[src/rtl/bwt_pkg.sv]
// Shared definitions for bus_write_tracer.
//   SRC_W          width of the source-code field in a trace entry
//   SRC_R0..SRC_G  source codes: R0..R7 = 0..7, A = 8, G = 9
//   TS_EN          1 when built with BWT_TIMESTAMP_EN (timestamped entries)
//   entry_w()      total trace entry width for a given data / timestamp width
package bwt_pkg;

`ifdef BWT_TIMESTAMP_EN
  localparam bit TS_EN = 1'b1;
`else
  localparam bit TS_EN = 1'b0;
`endif

  localparam int SRC_W = 4;

  localparam logic [SRC_W-1:0] SRC_R0 = 4'd0;
  localparam logic [SRC_W-1:0] SRC_R1 = 4'd1;
  localparam logic [SRC_W-1:0] SRC_R2 = 4'd2;
  localparam logic [SRC_W-1:0] SRC_R3 = 4'd3;
  localparam logic [SRC_W-1:0] SRC_R4 = 4'd4;
  localparam logic [SRC_W-1:0] SRC_R5 = 4'd5;
  localparam logic [SRC_W-1:0] SRC_R6 = 4'd6;
  localparam logic [SRC_W-1:0] SRC_R7 = 4'd7;
  localparam logic [SRC_W-1:0] SRC_A  = 4'd8;
  localparam logic [SRC_W-1:0] SRC_G  = 4'd9;

  // Entry layout is {ts (optional), src, data}.
  function automatic int entry_w(input int data_w, input int ts_w);
    return (TS_EN ? ts_w : 0) + SRC_W + data_w;
  endfunction

endpackage

[src/rtl/bwt_fifo.sv]
// Synchronous FIFO holding trace entries.
//   clk, reset   rising-edge clock, synchronous active-high reset
//   push         request to store push_data (accepted when not full, or when
//                a pop happens in the same cycle)
//   push_data    entry to store
//   pop          request to drop the head entry (ignored when empty)
//   rd_data      head entry; zero when empty
//   full, empty  occupancy status
//   level        occupancy 0..DEPTH
module bwt_fifo #(
  parameter int DEPTH = 8,
  parameter int WIDTH = 7
) (
  input  logic                     clk,
  input  logic                     reset,
  input  logic                     push,
  input  logic [WIDTH-1:0]         push_data,
  input  logic                     pop,
  output logic [WIDTH-1:0]         rd_data,
  output logic                     full,
  output logic                     empty,
  output logic [$clog2(DEPTH):0]   level
);

  localparam int PTR_W = $clog2(DEPTH);
  localparam int LVL_W = PTR_W + 1;

  logic [WIDTH-1:0] mem [DEPTH];
  logic [PTR_W-1:0] wr_ptr;
  logic [PTR_W-1:0] rd_ptr;
  logic             pop_ok;
  logic             push_ok;

  assign full  = (level == LVL_W'(DEPTH));
  assign empty = (level == '0);

  // A pop frees the slot in the same cycle, so a full FIFO can still accept.
  assign pop_ok  = pop & ~empty;
  assign push_ok = push & (~full | pop_ok);

  // Head is only meaningful when occupied; present zero otherwise so the
  // output is clean after reset without clearing the storage array.
  assign rd_data = empty ? '0 : mem[rd_ptr];

  always_ff @(posedge clk) begin
    if (push_ok) begin
      mem[wr_ptr] <= push_data;
    end
  end

  always_ff @(posedge clk) begin
    if (reset) begin
      wr_ptr <= '0;
      rd_ptr <= '0;
      level  <= '0;
    end else begin
      if (push_ok) begin
        wr_ptr <= wr_ptr + 1'b1;
      end
      if (pop_ok) begin
        rd_ptr <= rd_ptr + 1'b1;
      end
      case ({push_ok, pop_ok})
        2'b10:   level <= level + 1'b1;
        2'b01:   level <= level - 1'b1;
        default: level <= level;
      endcase
    end
  end

endmodule

[src/rtl/bus_write_tracer.sv]
// Passive observer of register writes on the processor datapath. Every
// captured write becomes a {src, data} entry (optionally prefixed by a cycle
// timestamp) in an internal FIFO that a host drains with valid/ready.
// Build option: define BWT_TIMESTAMP_EN to add a TS_W-bit capture timestamp.
//   clk, reset  rising-edge clock, synchronous active-high reset
//   bus, g      write data sources (bus for R0..R7/A, g for G)
//   reg_in      R write enables, bit7=R0 .. bit0=R7
//   a_in, g_in  A and G write enables
//   cap_en      capture enable; pops continue while low
//   rd_valid    head entry available
//   rd_ready    host takes the head entry
//   rd_data     head entry
//   level       FIFO occupancy
//   overflow    sticky: a write was dropped because the FIFO was full
//   multi_err   sticky: several write strobes in one cycle
module bus_write_tracer
  import bwt_pkg::*;
#(
  parameter int DATA_W = 3,
  parameter int DEPTH  = 8,
  parameter int TS_W   = 8
) (
  input  logic                              clk,
  input  logic                              reset,
  input  logic [DATA_W-1:0]                 bus,
  input  logic [DATA_W-1:0]                 g,
  input  logic [7:0]                        reg_in,
  input  logic                              a_in,
  input  logic                              g_in,
  input  logic                              cap_en,
  output logic                              rd_valid,
  input  logic                              rd_ready,
  output logic [entry_w(DATA_W, TS_W)-1:0]  rd_data,
  output logic [$clog2(DEPTH):0]            level,
  output logic                              overflow,
  output logic                              multi_err
);

  localparam int ENTRY_W = entry_w(DATA_W, TS_W);

  logic               push;
  logic               pop;
  logic               full;
  logic               empty;
  logic               strobe_multi;
  logic [SRC_W-1:0]   src;
  logic [DATA_W-1:0]  data;
  logic [ENTRY_W-1:0] entry;

  // Strobe priority: G > A > R0 > ... > R7; losing strobes are discarded.
  always_comb begin
    push         = cap_en & (g_in | a_in | (|reg_in));
    strobe_multi = cap_en & ($countones({g_in, a_in, reg_in}) > 1);
    src          = SRC_R0;
    data         = bus;
    if (g_in) begin
      src  = SRC_G;
      data = g;
    end else if (a_in) begin
      src  = SRC_A;
    end else begin
      casez (reg_in)
        8'b1???????: src = SRC_R0;
        8'b01??????: src = SRC_R1;
        8'b001?????: src = SRC_R2;
        8'b0001????: src = SRC_R3;
        8'b00001???: src = SRC_R4;
        8'b000001??: src = SRC_R5;
        8'b0000001?: src = SRC_R6;
        8'b00000001: src = SRC_R7;
        default:     src = SRC_R0;
      endcase
    end
  end

`ifdef BWT_TIMESTAMP_EN
  logic [TS_W-1:0] ts;

  always_ff @(posedge clk) begin
    if (reset) begin
      ts <= '0;
    end else begin
      ts <= ts + 1'b1;
    end
  end

  assign entry = {ts, src, data};
`else
  assign entry = {src, data};
`endif

  assign pop      = rd_ready & ~empty;
  assign rd_valid = ~empty;

  always_ff @(posedge clk) begin
    if (reset) begin
      overflow  <= 1'b0;
      multi_err <= 1'b0;
    end else begin
      if (push & full & ~pop) begin
        overflow <= 1'b1;
      end
      if (strobe_multi) begin
        multi_err <= 1'b1;
      end
    end
  end

  bwt_fifo #(
    .DEPTH (DEPTH),
    .WIDTH (ENTRY_W)
  ) u_fifo (
    .clk       (clk),
    .reset     (reset),
    .push      (push),
    .push_data (entry),
    .pop       (pop),
    .rd_data   (rd_data),
    .full      (full),
    .empty     (empty),
    .level     (level)
  );

endmodule
[config.mk]
export PLATFORM = sky130hd
export DESIGN_NAME = bus_write_tracer
export DESIGN_NICKNAME = d
export VERILOG_FILES = /design/src/rtl/bwt_pkg.sv /design/src/rtl/bwt_fifo.sv /design/src/rtl/bus_write_tracer.sv
export SDC_FILE = /design/constraint.sdc
export NUM_CORES = 1
export LEC_CHECK = 0
export CAP_MARGIN = 20
export CELL_PAD_IN_SITES_DETAIL_PLACEMENT = 1
export CELL_PAD_IN_SITES_GLOBAL_PLACEMENT = 2
export CORE_ASPECT_RATIO = 1.4
export CORE_MARGIN = 5
export CORE_UTILIZATION = 30
export CTS_BUF_LIST = sky130_fd_sc_hd__clkbuf_16
export CTS_CLUSTER_DIAMETER = 150
export DETAILED_ROUTE_END_ITERATION = 8
export PLACE_DENSITY_LB_ADDON = 0.1
export SLEW_MARGIN = 10
export SYNTH_ARGS = -nofsm -noshare
export SYNTH_HDL_FRONTEND = slang
export SYNTH_HIERARCHICAL = 1
export SYNTH_SLANG_ARGS = --single-unit
[constraint.sdc]
create_clock -name clk -period 3.1 [get_ports clk]
set_input_delay 0.465 -clock clk [delete_from_list [all_inputs] [get_ports clk]]
set_output_delay 0.465 -clock clk [all_outputs]
set_load 0.02 [all_outputs]
-- After elaboration in Yosys (flattened, before gate mapping)
Memory sizes are Yosys's and may differ from the RTL's. A register that Yosys moved wholly into a read port is not among the register bits.
Cells that the tools add are included.
- $lt $le $gt $ge: 1
- bitwise logic cells: 13
- reduce and logical (&&, ||, !) cells: 3
- mux-type cells: 10
- $add $sub $neg: 13
- equal/unequal tests: 10
- operators with widths (kind ; count):
    case mux 3 bit (7 select lines) ; 1
    adder 1 x 1 -> 2 bit ; 5
    2-to-1 mux 3 bit ; 3
    equality test 8 x 1 -> 1 bit, second input constant ; 1
    2-to-1 mux 4 bit ; 2
    case mux 4 bit (2 select lines) ; 1
    OR reduction 8 bit ; 1
    bitwise AND 1 bit ; 7
    equality test 7 x 1 -> 1 bit, second input constant ; 1
    2-to-1 mux 7 bit ; 1
    adder 2 x 2 -> 3 bit ; 2
    adder 3 x 1 -> 3 bit, second input constant ; 2
    equality test 6 x 1 -> 1 bit, second input constant ; 1
    adder 4 x 2 -> 5 bit ; 1
    equality test 5 x 1 -> 1 bit, second input constant ; 1
    > comparator 5 x 1 -> 1 bit, second input constant ; 1
    adder 3 x 3 -> 4 bit ; 1
    adder 4 x 1 -> 4 bit, second input constant ; 1
    equality test 2 x 1 -> 1 bit, second input constant ; 2
    equality test 4 x 1 -> 1 bit, second input constant ; 1
    equality test 4 bit, second input constant ; 1
    zero test 4 bit ; 1
    subtractor 4 x 1 -> 4 bit, second input constant ; 1
    equality test 3 x 1 -> 1 bit, second input constant ; 1
    5 further kinds ; 10
- logic and storage cells: 56
- output and inout port bits: 14
- memory bits (writable): 56
- input bits: 20
- flip-flop bits (word level): 12
- memories: 1
- memory list (name ; words ; width ; rd ports ; clocked after Yosys merged registers in ; wr ports ; RTL line ; RTL):
    u_fifo.mem ; 8 ; 7 ; 1 ; 1 ; 1 ; bwt_fifo.sv:28 ; logic [WIDTH-1:0] mem [DEPTH];

-- Longest topological paths before layout
Gate-level depths: netlist of run 1.
- depth in word-level cells: 8
- mapped depth: 11
- depth with buffers taken out: 11

-- By module
Netlist of run 1, hierarchy kept.
- by module, submodules not included (module ; sequential area each (µm²) ; area each (µm²) ; cells each ; times used):
    bwt_fifo ; 1941.9 ; 2801.4 ; 161 ; 1
    bus_write_tracer ; 40.0 ; 474.2 ; 58 ; 1

-- Least setup slack after synthesis of run 1
Ideal clock, no wire load.
- path kind: input-to-reg
- from: input reg_in[0]
- to: register multi_err
- stages: 11
- library setup time: 0.120 ns
- path buffers: 0
- arrival: 2.895 ns
- data required time: 2.980 ns
- setup slack: 0.085 ns
- cell sequence: inv_1 -> fa_1 -> fa_1 -> fa_1 -> inv_1 -> ha_1 -> inv_1 -> fa_1 -> nand2b_1 -> o211ai_1 -> a21oi_1
- word-level cells in the longest chain between the ends: 6
- RTL lines (item ; RTL line ; RTL):
    start, declared ; bus_write_tracer.sv:27 ; input logic [7:0] reg_in,
    adder 1 x 1 -> 2 bit (implied by the code) ; bus_write_tracer.sv:53 ; strobe_multi = cap_en & ($countones({g_in, a_in, reg_in}) > 1);
    adder 2 x 2 -> 3 bit (implied by the code) ; bus_write_tracer.sv:53 ;
    adder 3 x 3 -> 4 bit (implied by the code) ; bus_write_tracer.sv:53 ;
    adder 4 x 2 -> 5 bit (implied by the code) ; bus_write_tracer.sv:53 ;
    > comparator 5 x 1 -> 1 bit ; bus_write_tracer.sv:53 ;
    bitwise AND 1 bit ; bus_write_tracer.sv:53 ;
    end signal, assigned ; bus_write_tracer.sv:98 ; multi_err <= 1'b0;
    end signal, assigned ; bus_write_tracer.sv:104 ; multi_err <= 1'b1;
    end, declared ; bus_write_tracer.sv:36 ; output logic multi_err
Every way passes these cells.
A chain may end at the register's enable or synchronous reset.

-- Final worst setup path of run 1
- from: input reg_in[7]
- to: register multi_err
Same word-level chain as after synthesis.

==> impl_results.md, run 1 <==
- Number of synthesized flops with an enable pin: 56
- Average cell area after synthesis: 15.0 um2
- Final instance area: 4250 um2
- CP peak stage delay: 0.55 ns
- Outcome: finished, final reports clean
- Clk buf depth: 2
- Multi-input logic area: 1200 um2
- Top cell by count, worst path: fa_1
- Clk pin slew, worst setup/hold paths: 0.06 ns
- Sequential share of power: 36.7%
- CTS tree: done
- # diodes: 0
- Cell Count, Final, Fillers Out: 432
- Layout cell share with drive strength beyond 1: 29.6%
- Synth-to-layout area growth: 29.7%
- Flops & latches, synth: 71
- Chip height: 134 um
- Final hold violation count: 0
- DRC viols: 0
- First-pass GRT wire length: 11800 um
- Peak supply drop: 0.570 mV
- Setup WS post-layout: 0.125 ns
- Clock power share: 31.0%
- CTS sink cnt: 71
- Critical path fanouts, max: 2
- Vias in the first global route: 2216
- Yosys warns: 6
- Synth async-reset ratio: 0%
- DP Wirelength: 5310 um
- Register area share after synthesis: 60.5%
- CP arrival: 3.16 ns
- WP buf/inv: 5
- Total number of vias: 1960
- Layout Nets: 321
- WP data required: 3.29 ns
- FF/Latch Area: 1980 um2
- Via/cell ratio: 4.54
- GRT Residual Overflow: 0
- Area of placed instances: 3970 um2
- GRT Overall Usage: 12.0%
- Clk Latency, worst-skew pair: 0.32 ns
- Net Sw Frac: 29.7%
- Critical path's top delay family: adder cells
- Most common cell after layout, fill and taps aside: edfxtp_1
- WS Path Type: in -> reg
- CP max stage cell: fa_2
- Starting DRC count in detailed routing: 66
- Setup crit start kind: input port
- Post-Place Worst Slack: -0.584 ns
- Final-layout fill cell count: 1125
- Syn Inst Count: 219
- Pins Over Slew Limit: 0
- Post-Synthesis Cell Area: 3280 um2
- Tcrit/Tclk final: 96.0%
- Initial core utilization: 30.5%
- Final Skew: 0.00449 ns
- Ys flop type: edfxtp_1
- Core area: 10800 um2
- Hold buffer count at CTS: 0
- Die area: 13100 um2
- P_int: 2.23 mW
- Sw Pwr: 0.940 mW
- Power per cell area: 746 nW/um2
- Slew headroom: 61.4%
- Final weighted congestion in routability-driven placement: 0.699
- IO Count: 34
- H-tree levels: 3
- Placed insts: 416
- Clock root buffer: clkbuf_16
- LEAKAGE: 1.56 nW
- Max-Cap Viols: 0
- CTS buffer count: 9
- Min-delay worst type: reg -> reg
- DIE WIDTH: 98.3 um
- Crit end category: flop
- Mean routed wirelength per cell: 16.9 um
- Synth Net Count: 254
- Max Clk Rate: 0.336 GHz
- Row cnt: 45
- Tightest Pin Transition: 0.577 ns
- Worst-path cell chain: clkdlybuf4s15_1, fa_1, inv_2, fa_1, fa_1, inv_1, ha_2, inv_2, fa_2, inv_1, a21oi_2, a21oi_1
- Tot Pwr: 3.17 mW
- Unique cell type count in the Yosys netlist: 40
- Post-CTS setup buffer count: 0
- Share of total power in combinational logic: 32.4%
- Final min period: 2.97 ns
- RSZ-0062 raised after global routing: false
- Routed Wire Length: 7320 um
- Number of port buffers: 33
- Final setup fails: 0
- Drt first pass iters: 4
- Number of antenna violations at the first check in global routing: 0
- Most frequent cells in the layout: 56 x edfxtp_1, 30 x buf_4, 28 x nor2_1, 27 x clkdlybuf4s50_1, 15 x dfxtp_1
- Largest net degree at the start of global routing: 16
- Final ANT Viol Nets: 0
## final cells by class
class / count / area share (%)
clock inverter: 7 / 1.50
multi-input combinational: 123 / 28.3
tap: 141 / 4.15
sequential: 71 / 46.7
clock buffer: 9 / 5.30
timing repair buffer: 63 / 12.5
inverter: 18 / 1.59
## synth_stat cells, types with 2 or more instances
cell      instances  area share, %
a21oi_1           7            1.1
buf_2             2           0.31
dfxtp_1          15            9.2
edfxtp_1         56             51
fa_1              6            3.7
ha_1              9            3.4
inv_1            18            2.1
mux2_2            4            1.4
mux2i_1          10            3.1
mux4_2           14            9.6
nand2_1           3           0.34
nand2b_1          4           0.76
nor2_1           28            3.2
nor2b_1           6            1.1
nor3_1            3           0.46
o211ai_1          3           0.69
o21ai_0           3           0.46
or2_2             2           0.38
xor2_1            5            1.3
## kinds of logic (layout without fill, tap and decap cells)
| group | after synthesis | in the layout | synth area share, % |
|---|---|---|---|
| compound gates | 21 | 21 | 4.77 |
| xor+xnor | 6 | 6 | 1.60 |
| fa+ha+maj | 15 | 15 | 7.10 |
| buf+inv | 25 | 97 | 3.32 |
| flops | 71 | 71 | 60.5 |
| mux | 28 | 28 | 14.1 |
| simple gates | 53 | 53 | 8.63 |
## stage by stage
step	hold slack (ns)	TNS (ns)	util (%)
after floorplan	0.462	0	-
after global placement	0.485	-0.767	36.9
after detailed placement	0.491	-0.744	36.9
after CTS	0.520	0	39.6
after global routing	0.538	0	39.5
final	0.509	0	39.5
## worst register-to-register path, cell delays in order, from the launching register on
cell and delay, ns:
dfxtp_1 0.41, or4b_4 0.60, o21ai_4 0.19, ha_1 0.27
or3_2 0.47, o32ai_1 0.17, mux2_2 0.37
## power groups by stage
stage	registers, mW	clock network [mW]	logic (mW)
6_report	1.16	0.981	1.03
5_1_grt	1.17	1.06	1.13
4_1_cts	1.16	1.02	1.05
3_5_place_dp	1.18	0	1.04
3_3_place_gp	1.18	0	1.04
2_1_floorplan	1.18	0	0.615
## state kept, by name, indices dropped and copies added (netlist names), named ones only
register	cells
u_fifo/mem	56
u_fifo/rd_ptr	3
u_fifo/level	4
overflow	1
u_fifo/wr_ptr	3
multi_err	1
## repair_timing
item / in CTS / in global routing
setup endpoints to repair: 1 / 1
endpoints found under the hold margin: 0 / 0
pin swaps: 6 / 8
resized for setup: 10 / 15
## final timing paths
| path | from | end | slack [ns] | cells after the start |
|---|---|---|---|---|
| setup / recovery | reg_in[7] | multi_err | 0.13 | 12 |
| hold / removal | u_fifo/wr_ptr[0] | u_fifo/wr_ptr[0] | 0.51 | 2 |
| setup reg to reg | u_fifo/level[1] | u_fifo/level[3] | 0.50 | 6 |
| hold reg to reg | u_fifo/wr_ptr[0] | u_fifo/wr_ptr[0] | 0.51 | 2 |
## metal layers
| metal | GRT usage [%] | routed length (um) | up-vias | share of wire (%) |
|---|---|---|---|---|
| met4 | 3.87 | 69 | 0 | 0.94 |
| li1 | - | - | 942 | - |
| met1 | 12.7 | 2910 | 978 | 40 |
| met5 | 0 | 0 | - | 0 |
| met3 | 3.04 | 192 | 7 | 2.6 |
| met2 | 22.9 | 4150 | 33 | 57 |
Note: power is estimated with default switching activity, not from simulation.
==> run 2, diff against run 1 <==
Settings changed: SETUP_SLACK_MARGIN set to 0.5, SLEW_MARGIN 10 to not set.
Clock period 3.1 ns to 3.7 ns, I/O delays scaled along.
==> run 2 against run 1 <==
Wire length fell by 3.0%. Worst setup slack better by 0.47 ns. Critical path type unchanged. Cell area down 1.9%. Sequential power is 16% lower. Largest power group unchanged. Total power decreased by 20%.
==> impl_results.md, run 2 (synthesis gave the netlist of run 1 again) <==
- GRT Overall Usage: 11.8%
- Clk Latency, worst-skew pair: 0.32 ns
- Max reg flops: 56
- Die area: 13100 um2
- # diodes: 0
- Top cell by count, worst path: inv_1
- Max-Cap Viols: 0
- Tcrit/Tclk final: 84.0%
- Layout cell share with drive strength beyond 1: 22.9%
- Power per cell area: 607 nW/um2
- Vias in the first global route: 2226
- Final ANT Viol Nets: 0
- Clk buf depth: 2
- Tot Pwr: 2.53 mW
- Largest net degree at the start of global routing: 16
- Biggest regs: u_fifo/mem: 56 flops, u_fifo/level: 4 flops
- CP max stage cell: fa_1
- Most used routing layer: met2
- Clock root buffer: clkbuf_16
- Synth-to-layout area growth: 27.2%
- CP arrival: 3.29 ns
- R2r setup slk: 0.96 ns
- Largest Register: u_fifo/mem
- Setup TNS: 0 ns
- LEAKAGE: 1.51 nW
- CTS tree: done
- WHS Path Cells: 2
- Most common cell after layout, fill and taps aside: edfxtp_1
- Hold buffer count at CTS: 0
- RSZ-0062 raised after global routing: false
- WS Path Type: in -> reg
- Number of antenna violations at the first check in global routing: 0
- CP peak stage delay: 0.54 ns
- Mean routed wirelength per cell: 16.7 um
- Reg2Reg Capture Point: u_fifo/level[3]
- Drt first pass iters: 4
- Routed Wire Length: 7100 um
- Starting DRC count in detailed routing: 116
- DRC viols: 0
- Worst Hold Endpoint: u_fifo/wr_ptr[0]
- GRT Residual Overflow: 0
- Critical path's top delay family: adder cells
- Final weighted congestion in routability-driven placement: 0.678
- Core area: 10800 um2
- IO Count: 34
- First-pass GRT wire length: 11700 um
- Peak supply drop: 0.340 mV
- M1 GR Usage: 12.5%
- Worst-path cell chain: dlygate4sd2_1, inv_1, fa_1, fa_1, fa_1, inv_1, ha_2, inv_1, fa_2, inv_1, a21oi_1, a21oi_1
- Final hold violation count: 0
- Area of placed instances: 3910 um2
- Outcome: finished, final reports clean
- Multi-input logic area: 1190 um2
- CTS sink cnt: 71
- Critical hold path startpoint: u_fifo/wr_ptr[0]
- Pins Over Slew Limit: 0
- Final-layout fill cell count: 1119
- Total number of vias: 1938
- Row cnt: 45
- Final instance area: 4170 um2
- Final setup fails: 0
- Crit end category: flop
- GRT met2 Usage: 22.0%
- Max Clk Rate: 0.322 GHz
- Critical path fanouts, max: 2
- Final min period: 3.11 ns
- Slew headroom: 50.6%
- H-tree levels: 3
- FF/Latch Area: 1980 um2
- Worst r2r src: u_fifo/level[0]
- CTS buffer count: 9
- DIE WIDTH: 98.3 um
- Min-delay worst type: reg -> reg
- Chip height: 134 um
- WP data required: 3.88 ns
- Reg2reg path depth: 9
- DP Wirelength: 5230 um
- Tightest Pin Transition: 0.740 ns
- Layout Nets: 314
- Number of port buffers: 33
- Initial core utilization: 30.5%
- Most frequent cells in the layout: 56 x edfxtp_1, 28 x nor2_1, 27 x clkdlybuf4s50_1, 23 x buf_4, 20 x inv_1
- Final Skew: 0.00669 ns
- Clk pin slew, worst setup/hold paths: 0.05 ns
- Setup crit start kind: input port
- Met3 Use GR: 2.93%
- WP buf/inv: 5
- Via/cell ratio: 4.56
[run 2: cell count changes in the layout (fill, tap and decap cells not counted), sizes merged]
cell           previous run  this run
buf                      30        23
clkinv                    6         3
clkdlybuf4s15             1         3
clkbuf                   14        10
dlygate4sd2               0         2
inv                      18        22
bufinv                    1         0
[run 2: what timing repair did]
item | in CTS | in global routing
hold endpoints to repair | 0 | 0
gates resized for setup | 12 | 3
setup endpoints to repair | 1 | 1
setup buffers | 0 | 1
pin swaps | 5 | 4
[run 2: area by class of cell]
cell class | count | area share [%]
Inverter | 18 | 1.62
Sequential cell | 71 | 47.6
Tap cell | 141 | 4.24
Multi-Input combinational cell | 123 | 28.6
Timing Repair Buffer | 56 | 11.9
Clock buffer | 9 | 5.41
Clock inverter | 7 | 0.661
[run 2: worst max path at each step]
stage                    from   endpoint  slack (ns)  cells after the start
floorplan           reg_in[0]  multi_err        0.59                     11
global placement    reg_in[0]  multi_err       -0.04                     12
detailed placement  reg_in[0]  multi_err       -0.07                     12
CTS                 reg_in[5]  multi_err        0.52                     12
global route        reg_in[3]  multi_err        0.50                     12
finish              reg_in[3]  multi_err        0.59                     12
[run 2: power breakdown]
part           switching (mW)  internal [mW]
combinational           0.419          0.417
sequential             0.0547          0.919
clock                   0.282          0.436
[run 2: per-layer routing]
layer  up-vias  part of all wire [%]  wire length, um
met5         -                     0                0
met4         0                   1.6              115
met3         7                   3.1              217
met2        31                    56             3980
met1       974                    39             2790
li1        926                     -                -
[run 2: per-stage QoR]
stage	instances	hold WS, ns	utilization [%]	worst slack (ns)
2_1_floorplan	219	0.462	-	0.595
3_3_place_gp	408	0.478	36.3	-0.0388
3_5_place_dp	408	0.478	36.3	-0.0716
4_1_cts	424	0.502	38.7	0.519
5_1_grt	425	0.527	38.7	0.497
6_report	425	0.494	38.7	0.591
[run 2: worst min-delay path, cell delays in order (launching register included)]
cell and delay, ns:
dfxtp_1 0.33, nand2_1 0.06, a21oi_1 0.05
==> run 3, diff against run 2 <==
Clock period 3.7 ns to 3 ns, I/O delays scaled along.
==> run 3 against run 2 <==
Critical endpoint unchanged. Total power is 32% higher. Critical path type unchanged. Largest power group unchanged. Sequential share of layout area fell by 1.5 points. Register-to-register slack got worse by 0.40 ns. Highest routed layer unchanged.
==> impl_results.md, run 3 (synthesis gave the netlist of run 1 again) <==
- CTS sink cnt: 71
- Critical path's top delay family: adder cells
- Row cnt: 45
- WS Path Type: in -> reg
- Mean routed wirelength per cell: 17.0 um
- Largest net degree at the start of global routing: 16
- Final-layout fill cell count: 1111
- WP data required: 3.18 ns
- Most common cell after layout, fill and taps aside: edfxtp_1
- Clk pin slew, worst setup/hold paths: 0.06 ns
- Tot Pwr: 3.33 mW
- Die area: 13100 um2
- Initial core utilization: 30.5%
- Biggest regs: u_fifo/mem: 56 flops, u_fifo/level: 4 flops
- Reg2reg path depth: 9
- Post-Place Worst Slack: -0.644 ns
- Final min period: 2.95 ns
- Starting DRC count in detailed routing: 48
- Power per cell area: 769 nW/um2
- Vias in the first global route: 2093
- Max reg flops: 56
- Final setup fails: 0
- Tcrit/Tclk final: 98.2%
- CP arrival: 3.13 ns
- # diodes: 0
- Outcome: finished, final reports clean
- Clock root buffer: clkbuf_16
- Critical hold path startpoint: u_fifo/wr_ptr[0]
- Final hold violation count: 0
- CP peak stage delay: 0.50 ns
- Final ANT Viol Nets: 0
- Worst r2r src: u_fifo/level[0]
- Worst Hold Endpoint: u_fifo/wr_ptr[0]
- Clk buf depth: 2
- GRT Residual Overflow: 0
- Max-Cap Viols: 0
- Drt first pass iters: 4
- Routed Wire Length: 7290 um
- Setup WS post-layout: 0.0547 ns
- Largest Register: u_fifo/mem
- Final Skew: 0.00508 ns
- Reg2Reg Capture Point: u_fifo/level[2]
- WP buf/inv: 5
- Core area: 10800 um2
- Top routing layer in use: met4
- Chip height: 134 um
- Post-CTS setup buffer count: 0
- Wl on met1: 2970 um
- WL met2: 3980 um
- Layout cell share with drive strength beyond 1: 32.1%
- Number of antenna violations at the first check in global routing: 0
- Min-delay worst type: reg -> reg
- Clk Latency, worst-skew pair: 0.33 ns
- Most frequent cells in the layout: 56 x edfxtp_1, 28 x nor2_1, 23 x buf_4, 18 x clkdlybuf4s50_1, 15 x inv_1
- Met3 WL post-DR: 219 um
- H-tree levels: 3
- CP max stage cell: fa_1
- Synth-to-layout area growth: 32.3%
- Setup crit start kind: input port
- RSZ-0062 raised after global routing: true
- Hold buffer count at CTS: 0
- DP Wirelength: 5260 um
- Worst-path cell chain: clkdlybuf4s15_2, inv_1, fa_1, fa_1, fa_1, inv_1, ha_2, inv_2, fa_2, inv_1, a21oi_1, a21oi_1
- CTS buffer count: 9
- Critical path fanouts, max: 2
- R2r setup slk: 0.56 ns
- Pins Over Slew Limit: 0
- Via/cell ratio: 4.54
- GRT Overall Usage: 11.8%
- Max Clk Rate: 0.340 GHz
- Number of port buffers: 33
- Tightest Pin Transition: 0.673 ns
- LEAKAGE: 1.60 nW
- Layout Nets: 317
- Crit end category: flop
- Peak supply drop: 0.512 mV
- CTS tree: done
- Total number of vias: 1943
- IO Count: 34
- Slew headroom: 55.1%
- WHS Path Cells: 2
- DIE WIDTH: 98.3 um
- Final weighted congestion in routability-driven placement: 0.704
- First-pass GRT wire length: 11600 um
- DRC viols: 0
==> run 3: cell count changes in the layout (fill, tap and decap cells not counted), sizes merged, moves of 2 or more <==
cell           delta
buf               +7
clkdlybuf4s15     -2
clkdlybuf4s50     -9
inv               -3
dlygate4sd2       +6
clkinv            +2
==> run 3: worst max path at each step <==
| stage | from | end | slack [ns] | cells after the start |
|---|---|---|---|---|
| after floorplan | reg_in[1] | multi_err | 0.008 | 11 |
| after global placement | reg_in[3] | multi_err | -0.64 | 12 |
| after detailed placement | reg_in[3] | multi_err | -0.64 | 12 |
| after CTS | reg_in[7] | multi_err | 0.06 | 12 |
| after global routing | reg_in[7] | multi_err | -0.07 | 12 |
| final | reg_in[3] | multi_err | 0.05 | 12 |
==> run 3: worst min-delay path, delay by kind of cell (launching register included) <==
kind | cells | cell delay, ns
DFF | 1 | 0.33
and+or+nand+nor | 1 | 0.06
AOI/OAI and AO/OA | 1 | 0.05
==> run 3: layout make-up <==
class                   instances  area (um2)  area share (%)
multi-input cells             123        1270            29.2
inverters                      18        67.6            1.56
repair buffers                 59         538            12.4
clock buffers                   9         225            5.20
well taps                     141         176            4.07
flip-flops and latches         71        2000            46.0
clock inverters                 7        65.1            1.50
==> run 3: timing repair <==
| item | in CTS | in global routing |
|---|---|---|
| cloned | 0 | 1 |
| pin swaps | 8 | 4 |
| gates resized for setup | 41 | 10 |
| endpoints found under the setup margin | 24 | 12 |
==> run 3: where the power goes <==
group          internal [mW]  switching (mW)
clock network          0.637           0.388
registers               1.14          0.0766
logic                  0.541           0.546
==> run 3: per-stage QoR <==
stage / util (%) / setup TNS (ns) / std cells / hold slack, ns / cell area, um2
finish: 40.3 / 0 / 428 / 0.495 / 4330
global route: 40.3 / -0.0709 / 428 / 0.527 / 4330
CTS: 39.8 / 0 / 427 / 0.497 / 4280
detailed placement: 37.1 / -0.659 / 411 / 0.473 / 3990
global placement: 37.1 / -0.644 / 411 / 0.475 / 3990
floorplan: - / 0 / 219 / 0.462 / 3340
==> run 3: layer usage <==
layer | GRT usage [%] | up-vias
met3 | 3.14 | 9
met5 | 0 | -
li1 | - | 931
met2 | 20.4 | 32
met4 | 4.10 | 0
met1 | 14.0 | 971
